`src/rtl/alu_seq.sv`:
```
// Handshaked WIDTH-bit ALU (AND/OR/XOR/ADD/SUB/SLT/SRL/MUL); ALU_SEQ_MUL_EN builds the iterative multiplier.
// Latency: 1 cycle for single-cycle ops, WIDTH+1 for MUL. Result is held in DONE until out_ready; no new op is accepted until then.
module alu_seq #(
  parameter int WIDTH = 8,
  parameter int SHW   = $clog2(WIDTH)
) (
  input  logic             clk,
  input  logic             rst_n,
  input  logic             in_valid,
  output logic             in_ready,
  input  logic [WIDTH-1:0] in_a,
  input  logic [WIDTH-1:0] in_b,
  input  logic [2:0]       op,
  output logic             out_valid,
  input  logic             out_ready,
  output logic [WIDTH-1:0] result,
  output logic             flag_z,
  output logic             flag_c,
  output logic             flag_v
);

  localparam logic [2:0] OP_AND = 3'b000;
  localparam logic [2:0] OP_OR  = 3'b001;
  localparam logic [2:0] OP_XOR = 3'b010;
  localparam logic [2:0] OP_ADD = 3'b011;
  localparam logic [2:0] OP_SUB = 3'b100;
  localparam logic [2:0] OP_SLT = 3'b101;
  localparam logic [2:0] OP_SRL = 3'b110;
`ifdef ALU_SEQ_MUL_EN
  localparam logic [2:0] OP_MUL = 3'b111;

  typedef enum logic [1:0] {IDLE = 2'd0, BUSY = 2'd1, DONE = 2'd2} state_t;
`else
  typedef enum logic [1:0] {IDLE = 2'd0, DONE = 2'd2} state_t;
`endif

  state_t state, stateNext;

  logic             accept;
  logic [WIDTH:0]   sumW, diffW;
  logic [WIDTH-1:0] aluRes;
  logic             aluC, aluV;

  assign accept = in_valid && in_ready;
  assign sumW   = {1'b0, in_a} + {1'b0, in_b};
  assign diffW  = {1'b0, in_a} - {1'b0, in_b};

`ifdef ALU_SEQ_MUL_EN
  // Shift-add multiplier: one multiplier bit consumed per BUSY cycle.
  logic [2*WIDTH-1:0] acc, mcand, accNext;
  logic [WIDTH-1:0]   mplier;
  logic [SHW-1:0]     cnt;
  logic               lastIter;

  assign accNext  = acc + (mplier[0] ? mcand : '0);
  assign lastIter = (cnt == SHW'(WIDTH - 1));
`endif

  always_ff @(posedge clk) begin
    if (!rst_n) state <= IDLE;
    else        state <= stateNext;
  end

  always_comb begin
    stateNext = state;
    case (state)
      IDLE: begin
`ifdef ALU_SEQ_MUL_EN
        if (in_valid) stateNext = (op == OP_MUL) ? BUSY : DONE;
`else
        if (in_valid) stateNext = DONE;
`endif
      end
`ifdef ALU_SEQ_MUL_EN
      BUSY: if (lastIter) stateNext = DONE;
`endif
      DONE: if (out_ready) stateNext = IDLE;
      default: stateNext = IDLE;
    endcase
  end

  always_comb begin
    in_ready  = (state == IDLE);
    out_valid = (state == DONE);
  end

  // Op 111 falls to the default arm: zero result unless the multiplier takes it.
  always_comb begin
    aluRes = '0;
    aluC   = 1'b0;
    aluV   = 1'b0;
    case (op)
      OP_AND: aluRes = in_a & in_b;
      OP_OR:  aluRes = in_a | in_b;
      OP_XOR: aluRes = in_a ^ in_b;
      OP_ADD: begin
        aluRes = sumW[WIDTH-1:0];
        aluC   = sumW[WIDTH];
        aluV   = (in_a[WIDTH-1] == in_b[WIDTH-1]) && (sumW[WIDTH-1] != in_a[WIDTH-1]);
      end
      OP_SUB: begin
        aluRes = diffW[WIDTH-1:0];
        aluC   = diffW[WIDTH];
        aluV   = (in_a[WIDTH-1] != in_b[WIDTH-1]) && (diffW[WIDTH-1] != in_a[WIDTH-1]);
      end
      OP_SLT: aluRes = {{(WIDTH-1){1'b0}}, ($signed(in_a) < $signed(in_b))};
      OP_SRL: aluRes = in_a >> in_b[SHW-1:0];
      default: aluRes = '0;
    endcase
  end

  always_ff @(posedge clk) begin
    if (!rst_n) begin
      result <= '0;
      flag_z <= 1'b0;
      flag_c <= 1'b0;
      flag_v <= 1'b0;
`ifdef ALU_SEQ_MUL_EN
      acc    <= '0;
      mcand  <= '0;
      mplier <= '0;
      cnt    <= '0;
`endif
    end else if (accept) begin
`ifdef ALU_SEQ_MUL_EN
      if (op == OP_MUL) begin
        acc    <= '0;
        cnt    <= '0;
        mcand  <= {{WIDTH{1'b0}}, in_a};
        mplier <= in_b;
      end else begin
`endif
        result <= aluRes;
        flag_z <= (aluRes == '0);
        flag_c <= aluC;
        flag_v <= aluV;
`ifdef ALU_SEQ_MUL_EN
      end
`endif
    end
`ifdef ALU_SEQ_MUL_EN
    else if (state == BUSY) begin
      acc    <= accNext;
      mcand  <= mcand << 1;
      mplier <= mplier >> 1;
      cnt    <= cnt + 1'b1;
      if (lastIter) begin
        result <= accNext[WIDTH-1:0];
        flag_z <= (accNext[WIDTH-1:0] == '0);
        flag_c <= |accNext[2*WIDTH-1:WIDTH];
        flag_v <= 1'b0;
      end
    end
`endif
  end

endmodule

```
`config.mk`:
```
export PLATFORM = sky130hd
export DESIGN_NAME = alu_seq
export DESIGN_NICKNAME = d
export VERILOG_FILES = /design/src/rtl/alu_seq.sv
export SDC_FILE = /design/constraint.sdc
export NUM_CORES = 1
export LEC_CHECK = 0
export BUFFER_PORTS_ARGS = -buffer_cell sky130_fd_sc_hd__buf_2
export CORE_MARGIN = 2
export CORE_UTILIZATION = 48
export CTS_CLUSTER_SIZE = 40
export DETAILED_ROUTE_END_ITERATION = 8
export HOLD_SLACK_MARGIN = 0.1
export PLACE_DENSITY = 0.69
export SETUP_SLACK_MARGIN = 0.3
export SYNTH_ARGS = -nofsm -noshare
export SYNTH_HDL_FRONTEND = slang
export SYNTH_SLANG_ARGS = --single-unit
```
`constraint.sdc`:
```
create_clock -name clk -period 3.55 [get_ports clk]
set_input_delay 0.5325 -clock clk [delete_from_list [all_inputs] [get_ports clk]]
set_output_delay 0.5325 -clock clk [all_outputs]
set_load 0.01 [all_outputs]
```
After elaboration in Yosys (flattened, before gate mapping)
Cells that the tools add are included.

Register bits after elaboration: 13. Input bits: 23. Output and inout port bits: 13. Logic and storage cells: 38.

Bitwise gates (word level): 3. Eq/ne operators: 13. Add/subtract/negate cells: 2. Multiplexer cells: 6. Reduce and logical (&&, ||, !) cells: 7. Shift operators: 1. Magnitude comparators: 1.

Operator list (count): 8-bit one-hot mux with 7 select lines (1); 8-bit by 8-bit adder with 9-bit output (1); 3-bit == test (second input constant) (3); 8-bit by 8-bit subtractor with 9-bit output (1); 8-bit AND (1); 8-bit zero test (1); 8-bit < comparator (1); 8-bit bitwise OR (1); 8-bit by 3-bit >> shifter with 8-bit output (1); 8-bit XOR (1); 3-bit by 2-bit == test with 1-bit output (second input constant) (2); 2-bit 2-to-1 mux (2); 1-bit one-hot mux with 2 select lines (2); 2-bit one-hot mux with 2 select lines (1); 3-bit by 1-bit == test with 1-bit output (second input constant) (1); 1-bit logical AND (3); 3-bit zero test (1); 1-bit != test (3); 2-bit == test (second input constant) (1); 2-bit zero test (1); 2-bit by 1-bit != test with 1-bit output (second input constant) (1); 2-bit != test (second input constant) (1); 2-bit AND reduction (1); 1-bit == test (1).

Longest topological paths before layout
Depth after elaboration: 4. Depth in mapped cells: 11. Depth with buffers taken out: 11.

Worst setup path before layout
No wires, ideal clock.

Kind: input to register. Start: in in_b[1]. End: reg flag_v. Data arrival time: 2.603 ns. Path slack: 0.873 ns. Cell stages on the path: 9. Setup time: 0.074 ns. Required time: 3.476 ns. Buffers on the path: 0. Path through: clkinv_1 -> ha_1 -> a211oi_1 -> o21ai_1 -> or2_2 -> a311oi_1 -> nor2_1 -> or3_1 -> a31oi_1.

Cells in the longest elaborated chain, start to end: 4. Elaborated cells on any way between the ends: 7. Classes of those cells: add/sub: 2; eq/ne: 2; mux: 1; reduce/logical: 2.

Ends and longest elaborated chain: from (decl) (line 12) `input logic [WIDTH-1:0] in_b,`; 8-bit by 8-bit subtractor with 9-bit output or 8-bit by 8-bit adder with 9-bit output (tied branches) (line 46, 45); 1-bit != test, on equally long branches (line 104, 99); 1-bit logical AND, on equally long branches (line 104, 99); 1-bit one-hot mux with 2 select lines * (line 92) `case (op)`; to (signal assigned) (line 136) `flag_v <= aluV;`; to (decl) (line 19) `output logic flag_v`.

Every way passes the cells marked *; elsewhere a longest branch is shown, timed or not. A chain may end at the register's enable or synchronous reset.

Worst setup path in the final report
Same ends and word-level chain as after synthesis.

==> results.cfg <==
[placed_design]
io_buffers = 35
gp_congestion = 0.920
hpwl_um = 3960

[timing]
min_period_ns = 2.90
whs_ns = 0.472
relSlewSlack = 0.649
max_freq_mhz = 345
hold_viol_final = 0
fin_crit_sh = 0.818
setup_viol = 0
worst_pin_slew_ns = 0.522
rsz0062_at_grt = false
clock_skew_ns = 0.000487
setup_tns_ns = 0
slew_viol_final = 0

[clock_network]
cts_root_buf = clkbuf_8
clk_latency_ns = 0.24
clkSinkCount = 12
h-tree-depth = 1
clk_pin_slew_worst_paths_ns = 0.05
post_cts_buffers = 0
numCtsBuffers = 3
cts_buffer_depth = 2
tritoncts = done

[synthesis]
ys_types = 66
yosysSeqAreaShare = 0.127
synth_area_leaders = ha_1, dfxtp_1, mux2i_1, nor2_1, inv_1
netlist_instances = 253
ys.flop_type = dfxtp_1
synth_commonest_cells = nor2_1, ha_1, inv_1
synth-edff-count = 0
ys_warn_count = 0
synth-seq-cells = 12
synthesis.nets = 302
synth_top_cell_area_share = 0.159
yosysTopAreaCell = ha_1
syn_area_per_cell_um2 = 7.49
netlist_area_mm2 = 0.00189
async_flop_share = 0
synth_most_common_cell = nor2_1

[min_path]
hp-class = primary input to flop

[final_layout]
drive_above_1_share = 0.185
n_antenna_cell = 0
area.growth.synth_to_final_pct = 13.2
nNetsFinal = 331

[floorplanning]
fp.dieH_um = 66.8
core_mm2 = 0.00372
dieArea_mm2 = 0.00446
initial_core_util = 0.510
die_width_um = 66.8
io_pins = 36
std_cell_rows = 22

[drt]
drc = 0
wl_per_cell_um = 15.0
via_count = 1963
drt-pass1-iter-count = 4
drt-total-wl_um = 4950
final_antenna_net_count = 0
via_per_inst = 5.97
drt_iter0_markers = 142

[power]
powerDensity_mw_per_mm2 = 266
p_seq_frac = 0.267
p_switching_uw = 213
power_uw = 570
power_frac_clock = 0.260
cellLeakagePower_uw = 0.00101
p_sw_frac = 0.373
peakVddDrop_v = 0.000110
p_int_uw = 357
p_comb_frac = 0.474

[setup_path]
end_kind = flop
crit_slowest_cell = ha_1
regToRegSetupSlack_ns = 1.99
slowest_delay_ns = 0.41
path_buf_inv = 2
cp-start-kind = primary input
path_delay_family = compound AO/OA/AOI/OAI gates
cp_max_fo = 9
cp_data_required_time_ns = 3.72
critPathKind = primary input to flop
path_cells = buf_2 > clkinv_1 > ha_1 > a211oi_2 > o21ai_1 > or2_2 > a311oi_1 > nor2_1 > or3_1 > a31oi_1
arrival_ns = 3.07

[run_status]
status = finished, final reports clean

[grt]
grt_max_degree = 23
grt_pass1_vias = 1703
antenna_found_initial = 0
grt_overflow = 0
track_usage = 0.236
grt_pass1_wl_um = 8090

[run]
cap_violations = 0
[repair_timing]
item,in CTS,in global routing
gates resized for setup,0,1
setup endpoints to repair,0,1
hold buffers,0,0
[metrics by stage]
step                setup WS (ns)  utilization  instances  cell area [um2]
finish                      0.647        0.577        329             2140
global route                0.475        0.577        329             2140
CTS                         0.546        0.576        329             2140
detailed placement          0.316        0.561        325             2080
global placement            0.398        0.561        325             2080
floorplan                   0.873            -        253             1890
[layout make-up]
cell class                 count  area [um2]
clock buffer                   4        55.1
fill                         377        1570
inverter                      25        93.8
multi-input combinational    202        1500
sequential                    12         240
tap                           48        60.1
timing repair buffer          38         198
[power by group through the flow]
stage / clock [uW] / sequential, uW / combinational [uW]
finish: 148 / 152 / 270
global placement: 0 / 154 / 264
floorplan: 0 / 160 / 180
CTS: 148 / 152 / 266
global route: 159 / 153 / 300
detailed placement: 0 / 155 / 264
[cells by family after synthesis]
group,synth area share
buffers and inverters,0.0852
flip-flops,0.127
AO/OA/AOI/OAI,0.288
adder cells (fa/ha/maj),0.180
multiplexers,0.0925
XOR/XNOR,0.0139
AND/OR/NAND/NOR,0.214
[path summary, 6_finish.rpt]
| kind | start | end | cells past startpoint |
|---|---|---|---|
| max | in_b[1] | flag_v$_SDFFE_PN0P_ | 10 |
| min reg2reg | result[4]$_SDFFE_PN0P_ | result[4]$_SDFFE_PN0P_ | 2 |
| max reg2reg | state[1]$_SDFFE_PN0P_ | flag_z$_SDFFE_PN0P_ | 6 |
| min | out_ready | state[1]$_SDFFE_PN0P_ | 2 |
[metal layers]
metal	share of wire	track usage
met1	0.46	0.324
met2	0.45	0.385
met3	0.063	0.0169
met4	0.021	0.0842
met5	0	0
[state kept, by name (all words and copies together) (netlist names)]
register and count:
flag_v 1, result 8, flag_c 1, state 1, flag_z 1
[cell usage in the layout, fill, tap and decap left out, types with 4 or more instances in the layout]
cell type  Yosys  layout
a31oi_1        4       4
dfxtp_1       12      12
nor2_1        28      28
inv_1         23      23
o21ai_0       12      12
buf_2          3      35
ha_1          24      24
clkbuf_8       0       4
nand2b_1       7       7
a211oi_1       6       5
a21oi_1       11      11
nand2_1       13      13
nor3_1         6       6
nand3_1        4       4
mux2i_1       13      13
o22ai_1        7       7
(Power assumes the default switching activity.)
